File: src/rtl/rtsnoc_wb_pkg.sv
// Shared definitions for the RTSNoC <-> Wishbone bridge pair: flit header
// geometry, command-word layout, header pack/unpack helpers and bridge states.
package rtsnoc_wb_pkg;

  localparam int DATA_W  = 32;
  localparam int LOCAL_W = 3;

  // Command word layout carried in the data field of a request flit.
  localparam int WE_BIT  = 31;
  localparam int SEL_MSB = 30;
  localparam int SEL_LSB = 27;

  // Wide enough for any header used in practice (coordinates are a few bits).
  typedef logic [31:0] hdr_t;

  typedef enum logic [1:0] {
    ST_IDLE,
    ST_GET_DATA,
    ST_WB,
    ST_RESP
  } bridge_state_t;

  // Header width: two (X, Y, local) node identifiers.
  function automatic int hdr_width(input int sx, input int sy);
    return 2 * sx + 2 * sy + 2 * LOCAL_W;
  endfunction

  function automatic int bus_width(input int sx, input int sy);
    return DATA_W + hdr_width(sx, sy);
  endfunction

  function automatic hdr_t field_mask(input int n);
    return (hdr_t'(1) << n) - hdr_t'(1);
  endfunction

  // One node identifier {X, Y, local}, right-aligned.
  function automatic hdr_t node_id(input hdr_t x, input hdr_t y, input hdr_t l,
                                   input int sx, input int sy);
    return ((x & field_mask(sx)) << (sy + LOCAL_W)) |
           ((y & field_mask(sy)) << LOCAL_W) |
           (l & field_mask(LOCAL_W));
  endfunction

  // Full header {orig, dst}, right-aligned.
  function automatic hdr_t pack_hdr(input hdr_t orig, input hdr_t dst,
                                    input int sx, input int sy);
    return (orig << (sx + sy + LOCAL_W)) | (dst & field_mask(sx + sy + LOCAL_W));
  endfunction

  function automatic hdr_t hdr_orig(input hdr_t h, input int sx, input int sy);
    return h >> (sx + sy + LOCAL_W);
  endfunction

  function automatic hdr_t hdr_dst(input hdr_t h, input int sx, input int sy);
    return h & field_mask(sx + sy + LOCAL_W);
  endfunction

endpackage

File: src/rtl/rtsnoc_to_wb_master_if.sv
// Bundle of the Wishbone master bus and the RTSNoC router local port seen by
// the bridge. "master" is the bridge side, "slave" is the environment side.
interface rtsnoc_to_wb_master_if #(
  parameter int ADDR_W = 6,
  parameter int BUS_W  = 42
);

  logic              wb_cyc_o;
  logic              wb_stb_o;
  logic [ADDR_W-1:0] wb_adr_o;
  logic [3:0]        wb_sel_o;
  logic              wb_we_o;
  logic [31:0]       wb_dat_o;
  logic [31:0]       wb_dat_i;
  logic              wb_ack_i;

  logic [BUS_W-1:0]  noc_din_o;
  logic              noc_wr_o;
  logic              noc_rd_o;
  logic [BUS_W-1:0]  noc_dout_i;
  logic              noc_wait_i;
  logic              noc_nd_i;

  modport master (
    output wb_cyc_o, wb_stb_o, wb_adr_o, wb_sel_o, wb_we_o, wb_dat_o,
    input  wb_dat_i, wb_ack_i,
    output noc_din_o, noc_wr_o, noc_rd_o,
    input  noc_dout_i, noc_wait_i, noc_nd_i
  );

  modport slave (
    input  wb_cyc_o, wb_stb_o, wb_adr_o, wb_sel_o, wb_we_o, wb_dat_o,
    output wb_dat_i, wb_ack_i,
    input  noc_din_o, noc_wr_o, noc_rd_o,
    output noc_dout_i, noc_wait_i, noc_nd_i
  );

endinterface

File: src/rtl/rtsnoc_port_if.sv
// Router local-port adapter: captures and filters incoming flits (always
// consuming them) and holds the outgoing flit with a wait-gated write pulse.
module rtsnoc_port_if
  import rtsnoc_wb_pkg::*;
#(
  parameter logic [2:0] NOC_LOCAL_ADR     = 3'd1,
  parameter int         NOC_X             = 0,
  parameter int         NOC_Y             = 0,
  parameter logic [2:0] NOC_LOCAL_ADR_TGT = 3'd0,
  parameter int         NOC_X_TGT         = 0,
  parameter int         NOC_Y_TGT         = 0,
  parameter int         SOC_SIZE_X        = 1,
  parameter int         SOC_SIZE_Y        = 1
) (
  input  logic                                      clk_i,
  input  logic                                      rst_i,
  input  logic [bus_width(SOC_SIZE_X, SOC_SIZE_Y)-1:0] noc_dout_i,
  input  logic                                      noc_nd_i,
  input  logic                                      noc_wait_i,
  output logic [bus_width(SOC_SIZE_X, SOC_SIZE_Y)-1:0] noc_din_o,
  output logic                                      noc_wr_o,
  output logic                                      noc_rd_o,
  output logic                                      rx_valid_o,
  output logic [DATA_W-1:0]                         rx_data_o,
  input  logic                                      tx_req_i,
  input  logic [DATA_W-1:0]                         tx_data_i,
  output logic                                      tx_done_o
);

  localparam int   HDR    = hdr_width(SOC_SIZE_X, SOC_SIZE_Y);
  localparam int   BUS    = HDR + DATA_W;
  localparam hdr_t OWN_ID = node_id(hdr_t'(NOC_X), hdr_t'(NOC_Y),
                                    hdr_t'(NOC_LOCAL_ADR), SOC_SIZE_X, SOC_SIZE_Y);
  localparam hdr_t TGT_ID = node_id(hdr_t'(NOC_X_TGT), hdr_t'(NOC_Y_TGT),
                                    hdr_t'(NOC_LOCAL_ADR_TGT), SOC_SIZE_X, SOC_SIZE_Y);
  localparam hdr_t TX_HDR = pack_hdr(OWN_ID, TGT_ID, SOC_SIZE_X, SOC_SIZE_Y);

  logic [HDR-1:0] rx_hdr;
  logic           rx_match;

  assign rx_hdr   = noc_dout_i[BUS-1:DATA_W];
  assign rx_match = (hdr_dst(hdr_t'(rx_hdr), SOC_SIZE_X, SOC_SIZE_Y) == OWN_ID) &&
                    (hdr_orig(hdr_t'(rx_hdr), SOC_SIZE_X, SOC_SIZE_Y) == TGT_ID);

  // The write is issued on the edge where the requester is waiting and the
  // router is ready; the requester leaves its request state on that same edge.
  assign tx_done_o = tx_req_i && !noc_wait_i;

  // Capture every delivered flit, consume it next cycle, flag it if addressed to us.
  always_ff @(posedge clk_i or negedge rst_i) begin
    // NOTE: non-blocking assignments keep every register sampling pre-edge values.
    if (!rst_i) begin
      noc_rd_o   <= 1'b0;
      rx_valid_o <= 1'b0;
      rx_data_o  <= '0;
    end else begin
      noc_rd_o   <= noc_nd_i;
      rx_valid_o <= noc_nd_i && rx_match;
      if (noc_nd_i) rx_data_o <= noc_dout_i[DATA_W-1:0];
    end
  end

  // Outgoing flit register: loaded with the write pulse, held until the next write.
  always_ff @(posedge clk_i or negedge rst_i) begin
    if (!rst_i) begin
      noc_wr_o  <= 1'b0;
      noc_din_o <= '0;
    end else begin
      noc_wr_o <= tx_done_o;
      if (tx_done_o) noc_din_o <= {TX_HDR[HDR-1:0], tx_data_i};
    end
  end

endmodule

File: src/rtl/rtsnoc_to_wb_master.sv
// RTSNoC -> Wishbone classic master bridge: turns a request flit sequence from
// the peer bridge into one WB read/write and answers with one response flit.
module rtsnoc_to_wb_master
  import rtsnoc_wb_pkg::*;
#(
  parameter int         WB_ADDR_WIDTH     = 6,
  parameter int         WB_NOC_DATA_WIDTH = 32,
  parameter logic [2:0] NOC_LOCAL_ADR     = 3'd1,
  parameter int         NOC_X             = 0,
  parameter int         NOC_Y             = 0,
  parameter logic [2:0] NOC_LOCAL_ADR_TGT = 3'd0,
  parameter int         NOC_X_TGT         = 0,
  parameter int         NOC_Y_TGT         = 0,
  parameter int         SOC_SIZE_X        = 1,
  parameter int         SOC_SIZE_Y        = 1
) (
  input  logic                   clk_i,
  input  logic                   rst_i,
  rtsnoc_to_wb_master_if.master  bus
);

  localparam int HDR = hdr_width(SOC_SIZE_X, SOC_SIZE_Y);
  localparam int BUS = WB_NOC_DATA_WIDTH + HDR;

  bridge_state_t     state;
  logic              rx_valid;
  logic [DATA_W-1:0] rx_data;
  logic              tx_req;
  logic              tx_done;
  logic [DATA_W-1:0] resp_data;

  assign tx_req = (state == ST_RESP);

  rtsnoc_port_if #(
    .NOC_LOCAL_ADR     (NOC_LOCAL_ADR),
    .NOC_X             (NOC_X),
    .NOC_Y             (NOC_Y),
    .NOC_LOCAL_ADR_TGT (NOC_LOCAL_ADR_TGT),
    .NOC_X_TGT         (NOC_X_TGT),
    .NOC_Y_TGT         (NOC_Y_TGT),
    .SOC_SIZE_X        (SOC_SIZE_X),
    .SOC_SIZE_Y        (SOC_SIZE_Y)
  ) u_port (
    .clk_i      (clk_i),
    .rst_i      (rst_i),
    .noc_dout_i (bus.noc_dout_i[BUS-1:0]),
    .noc_nd_i   (bus.noc_nd_i),
    .noc_wait_i (bus.noc_wait_i),
    .noc_din_o  (bus.noc_din_o),
    .noc_wr_o   (bus.noc_wr_o),
    .noc_rd_o   (bus.noc_rd_o),
    .rx_valid_o (rx_valid),
    .rx_data_o  (rx_data),
    .tx_req_i   (tx_req),
    .tx_data_i  (resp_data),
    .tx_done_o  (tx_done)
  );

  // Request/WB/response sequencer with registered Wishbone outputs.
  always_ff @(posedge clk_i or negedge rst_i) begin
    if (!rst_i) begin
      state        <= ST_IDLE;
      bus.wb_cyc_o <= 1'b0;
      bus.wb_stb_o <= 1'b0;
      bus.wb_we_o  <= 1'b0;
      bus.wb_adr_o <= '0;
      bus.wb_sel_o <= '0;
      bus.wb_dat_o <= '0;
      resp_data    <= '0;
    end else begin
      case (state)
        ST_IDLE: begin
          if (rx_valid) begin
            bus.wb_adr_o <= rx_data[WB_ADDR_WIDTH-1:0];
            bus.wb_sel_o <= rx_data[SEL_MSB:SEL_LSB];
            if (rx_data[WE_BIT]) begin
              state <= ST_GET_DATA;
            end else begin
              bus.wb_cyc_o <= 1'b1;
              bus.wb_stb_o <= 1'b1;
              bus.wb_we_o  <= 1'b0;
              state        <= ST_WB;
            end
          end
        end
        ST_GET_DATA: begin
          if (rx_valid) begin
            bus.wb_dat_o <= rx_data;
            bus.wb_cyc_o <= 1'b1;
            bus.wb_stb_o <= 1'b1;
            bus.wb_we_o  <= 1'b1;
            state        <= ST_WB;
          end
        end
        ST_WB: begin
          if (bus.wb_ack_i) begin
            bus.wb_cyc_o <= 1'b0;
            bus.wb_stb_o <= 1'b0;
            bus.wb_we_o  <= 1'b0;
            // A write answers with zero; a read returns the slave data.
            resp_data    <= bus.wb_we_o ? '0 : bus.wb_dat_i;
            state        <= ST_RESP;
          end
        end
        ST_RESP: begin
          if (tx_done) state <= ST_IDLE;
        end
        default: state <= ST_IDLE;
      endcase
    end
  end

endmodule

File: src/flat_wrapper.sv
// flat-port wrapper written by rule: the top's interface ports become plain ports
module rtsnoc_to_wb_master_flat import rtsnoc_wb_pkg::*;
#(
  parameter int         WB_ADDR_WIDTH     = 6,
  parameter int         WB_NOC_DATA_WIDTH = 32,
  parameter logic [2:0] NOC_LOCAL_ADR     = 3'd1,
  parameter int         NOC_X             = 0,
  parameter int         NOC_Y             = 0,
  parameter logic [2:0] NOC_LOCAL_ADR_TGT = 3'd0,
  parameter int         NOC_X_TGT         = 0,
  parameter int         NOC_Y_TGT         = 0,
  parameter int         SOC_SIZE_X        = 1,
  parameter int         SOC_SIZE_Y        = 1
)
  (clk_i, rst_i, bus_wb_cyc_o, bus_wb_stb_o, bus_wb_adr_o, bus_wb_sel_o, bus_wb_we_o, bus_wb_dat_o, bus_wb_dat_i, bus_wb_ack_i, bus_noc_din_o, bus_noc_wr_o, bus_noc_rd_o, bus_noc_dout_i, bus_noc_wait_i, bus_noc_nd_i);
  rtsnoc_to_wb_master_if #(.ADDR_W((6)), .BUS_W((42))) bus_i ();
  input  logic clk_i;
  input  logic rst_i;
  output wire logic [$bits(bus_i.wb_cyc_o)-1:0] bus_wb_cyc_o;
  output wire logic [$bits(bus_i.wb_stb_o)-1:0] bus_wb_stb_o;
  output wire logic [$bits(bus_i.wb_adr_o)-1:0] bus_wb_adr_o;
  output wire logic [$bits(bus_i.wb_sel_o)-1:0] bus_wb_sel_o;
  output wire logic [$bits(bus_i.wb_we_o)-1:0] bus_wb_we_o;
  output wire logic [$bits(bus_i.wb_dat_o)-1:0] bus_wb_dat_o;
  input wire logic [$bits(bus_i.wb_dat_i)-1:0] bus_wb_dat_i;
  input wire logic [$bits(bus_i.wb_ack_i)-1:0] bus_wb_ack_i;
  output wire logic [$bits(bus_i.noc_din_o)-1:0] bus_noc_din_o;
  output wire logic [$bits(bus_i.noc_wr_o)-1:0] bus_noc_wr_o;
  output wire logic [$bits(bus_i.noc_rd_o)-1:0] bus_noc_rd_o;
  input wire logic [$bits(bus_i.noc_dout_i)-1:0] bus_noc_dout_i;
  input wire logic [$bits(bus_i.noc_wait_i)-1:0] bus_noc_wait_i;
  input wire logic [$bits(bus_i.noc_nd_i)-1:0] bus_noc_nd_i;
  assign bus_wb_cyc_o = bus_i.wb_cyc_o;
  assign bus_wb_stb_o = bus_i.wb_stb_o;
  assign bus_wb_adr_o = bus_i.wb_adr_o;
  assign bus_wb_sel_o = bus_i.wb_sel_o;
  assign bus_wb_we_o = bus_i.wb_we_o;
  assign bus_wb_dat_o = bus_i.wb_dat_o;
  assign bus_i.wb_dat_i = bus_wb_dat_i;
  assign bus_i.wb_ack_i = bus_wb_ack_i;
  assign bus_noc_din_o = bus_i.noc_din_o;
  assign bus_noc_wr_o = bus_i.noc_wr_o;
  assign bus_noc_rd_o = bus_i.noc_rd_o;
  assign bus_i.noc_dout_i = bus_noc_dout_i;
  assign bus_i.noc_wait_i = bus_noc_wait_i;
  assign bus_i.noc_nd_i = bus_noc_nd_i;
  rtsnoc_to_wb_master #(.WB_ADDR_WIDTH(WB_ADDR_WIDTH), .WB_NOC_DATA_WIDTH(WB_NOC_DATA_WIDTH), .NOC_LOCAL_ADR(NOC_LOCAL_ADR), .NOC_X(NOC_X), .NOC_Y(NOC_Y), .NOC_LOCAL_ADR_TGT(NOC_LOCAL_ADR_TGT), .NOC_X_TGT(NOC_X_TGT), .NOC_Y_TGT(NOC_Y_TGT), .SOC_SIZE_X(SOC_SIZE_X), .SOC_SIZE_Y(SOC_SIZE_Y)) u_core (.clk_i(clk_i), .rst_i(rst_i), .bus(bus_i));
endmodule
File: config.mk
export PLATFORM = sky130hd
export DESIGN_NAME = rtsnoc_to_wb_master_flat
export DESIGN_NICKNAME = d
export VERILOG_FILES = /design/src/rtl/rtsnoc_wb_pkg.sv /design/src/rtl/rtsnoc_to_wb_master_if.sv /design/src/rtl/rtsnoc_port_if.sv /design/src/rtl/rtsnoc_to_wb_master.sv /design/src/flat_wrapper.sv
export SDC_FILE = /design/constraint.sdc
export NUM_CORES = 1
export LEC_CHECK = 0
export CAP_MARGIN = 20
export CORE_UTILIZATION = 30
export DETAILED_ROUTE_END_ITERATION = 10
export HOLD_SLACK_MARGIN = 0.08
export PLACE_DENSITY = 0.59
export SLEW_MARGIN = 15
export SYNTH_ARGS = -nofsm -noshare
export SYNTH_HDL_FRONTEND = slang
export SYNTH_HIERARCHICAL = 1
export SYNTH_SLANG_ARGS = --single-unit
export TNS_END_PERCENT = 5
File: constraint.sdc
create_clock -name clk_i -period 4.5 [get_ports clk_i]
set_clock_uncertainty 0.15 [all_clocks]
set_input_delay 0.45 -clock clk_i [delete_from_list [all_inputs] [get_ports clk_i]]
set_output_delay 0.45 -clock clk_i [all_outputs]
set_load 0.05 [all_outputs]
==> run metrics <==
Crit-path slowest cell=clkdlybuf4s50_1; post-synthesis sequential area ratio=60.0%; ANT cells=0; gr ovfl total=0; Mapped Area=0.00608 mm2; worst slew pin tran=0.992 ns; clock slew seen by the registers of the worst setup and hold paths=0.06 ns; period utilization=65.0%; GRT Overall Usage=13.4%; Flop pwr share=39.2%; Num CTS Buffers=17; max incr delay on CP=0.96 ns; status=finished, final reports clean; layout cells sized above 1=24.6%; syn avg cell area=14.6 um2; worst hold margin=0.316 ns; DRC Markers=0; largest fanout on the critical path=34; Clock Tree Buf Depth=2; flop2flop setup slack=2.16 ns; DIE AREA=0.0209 mm2; placed cells=820; largest net degree at the start of global routing=114; CP Capture Type=primary output; synthesis-to-layout area growth=37.3%; DR WL/cell=15.3 um; Clk network pwr share=27.2%; total number of vias=3688; IO Pins=168; post-synthesis simple-gate area fraction=7.07%; max layer used=met4; area used by multi-input combinational logic=0.00219 mm2; Final Max Tran Viols=0; TritonRoute pass-1 iters=4; kind of start point of the critical path=register; Tot Pwr=4620 uW; YS warnings=6; unrepaired setup endpoints after global routing=false; fin worst setup slack=1.57 ns; DIE HEIGHT=144 um; power share of the combinational group=33.7%; latest clock arrival within the worst-skew pair=0.42 ns; post-DP HPWL=8590 um; post-route setup TNS=0 ns; IO buf count=158; cell-internal power=2990 uW; CP Data Required Time=3.90 ns; Starting Density=31.0%; Post-Layout Cell Count=854; first-pass GRT wire length=21000 um; main combinational cell family by area after synthesis=multiplexers; most common cell after layout, fill and taps aside=clkdlybuf4s50_1; flip-flop and latch area=0.00365 mm2; CTS tree=done; Max Freq=342 MHz; via/cell ratio=4.32; met3 routed WL=908 um; mux share of post-synthesis cell area=23.9%; clk sinks=146; crit path DAT=2.33 ns; worst path bufs/invs=1; final net count=660; CP cell instances=clkdlybuf4s50_1; antenna violations before repair=0; worst hold path type=in -> async; Post-CTS Resized=0; # setup viols final=0; XOR/XNOR share of the synthesized area=0%; Netlist cell types=29; Max-Cap Viols=0; Final GP Congestion=0.730; Power Density=553 mW/mm2; met2 WL=6200 um; htree depth=4; Placeable Area=0.0197 mm2; Fin. Hold Viols=0; DIE WIDTH=144 um; leakage power=0.00383 uW; fill count=1853; DRT Wirelength=13100 um; Post-DRT Antenna Nets=0; DR iter-0 viols=73; Cells after Synth=417; commonest cells after routing, fill and taps aside=clkdlybuf4s50_1, dfrtp_1, mux2_4; Slew headroom=33.6%; CTS root buf=clkbuf_16; Switching Share=35.2%; crit path time final=2.93 ns; critical path's top delay family=buffers and inverters; vias in the first global route=3945; setup slack at placement=1.88 ns; Post-Route M1 WL=5800 um; crit path kind=reg -> out; flops & latches, synth=146; Synth Area in Adders=1.03%; NetSw=1630 uW; Rows=51; VDD IR max=0.285 mV; Synth Area in Compound Gates=3.52%
==> Yosys cell counts <==
master	count	area, um2
buf_6	5	56.3
nor3b_1	1	7.51
nor2_1	1	3.75
clkbuf_1	8	30.0
buf_4	13	97.6
and3_1	2	12.5
nor2b_1	3	18.8
o32a_1	1	10.0
nand2_2	1	6.26
dfrtp_1	146	3650
nor4b_1	1	8.76
mux2i_1	4	40.0
ha_1	5	62.6
inv_1	4	15.0
nor4_1	1	6.26
o221ai_1	1	8.76
mux2_4	58	871
buf_2	2	10.0
o21ai_0	34	170
o22ai_1	1	6.26
o211a_1	1	10.0
a2bb2oi_1	1	8.76
conb_1	1	3.75
nand2_1	34	128
buf_12	3	60.1
nand2b_1	35	219
mux2_2	48	541
nor2b_4	1	13.8
or2_2	1	6.26
==> per-layer routing <==
| layer | GRT usage (%) | up-vias |
|---|---|---|
| met1 | 17.0 | 1839 |
| met4 | 4.99 | 0 |
| met2 | 21.3 | 119 |
| met5 | 0 | - |
| met3 | 4.44 | 14 |
| li1 | - | 1716 |
==> layout make-up <==
| type | instances | share of cell area (%) |
|---|---|---|
| inverter | 4 | 0.180 |
| clock inverter | 12 | 1.02 |
| sequential | 146 | 43.7 |
| timing repair buffer | 163 | 19.6 |
| tap | 265 | 3.97 |
| clock buffer | 20 | 5.23 |
| multi-input combinational | 244 | 26.3 |
==> registers in the layout, indices dropped and copies added (netlist names), 2 cells and up <==
name	cells
u_core/bus.wb_adr_o	6
u_core/state	2
u_core/u_port/noc_din_o	33
u_core/resp_data	32
u_core/u_port/rx_data_o	32
u_core/bus.wb_dat_o	32
u_core/bus.wb_sel_o	4
==> logic make-up (layout without fill, tap and decap cells) <==
logic type / Yosys count / in the layout
other cells: 1 / 9
buf+inv: 35 / 199
flops: 146 / 146
mux: 110 / 110
compound gates: 39 / 39
fa+ha+maj: 5 / 5
simple gates: 81 / 81
==> stage by stage <==
| stage | utilization [%] | cell area, um2 |
|---|---|---|
| final | 42.5 | 8350 |
| after global routing | 42.5 | 8350 |
| after CTS | 42.3 | 8320 |
| after detailed placement | 39.7 | 7790 |
| after global placement | 39.7 | 7790 |
| after floorplan | - | 6110 |
==> power groups by stage <==
| stage | Sequential (uW) | Clock, uW | Combinational (uW) |
|---|---|---|---|
| 2_1_floorplan | 2260 | 0 | 647 |
| 3_3_place_gp | 1810 | 0 | 1530 |
| 3_5_place_dp | 1830 | 0 | 1570 |
| 4_1_cts | 1810 | 1310 | 1570 |
| 5_1_grt | 1850 | 1360 | 1670 |
| 6_report | 1810 | 1250 | 1560 |
==> what timing repair did <==
item / 4_1_cts / 5_1_grt
hold buffers: 0 / 1
setup buffers: 0 / 0
hold endpoints to repair: 0 / 28
==> worst paths after layout <==
check                                     startpoint                         end  cells after the start
worst max-delay path              u_core/bus.wb_we_o                 bus_wb_we_o                      1
worst min-delay path                           rst_i  u_core/u_port/noc_din_o[9]                      2
worst max register to register       u_core/state[1]             u_core/state[1]                      5
worst min register to register  u_core/resp_data[28]        u_core/resp_data[28]                      2
max in group asynchronous                      rst_i        u_core/resp_data[25]                      4
min in group clk_i              u_core/resp_data[28]        u_core/resp_data[28]                      2
No activity file was read; power rests on OpenSTA's default activity.
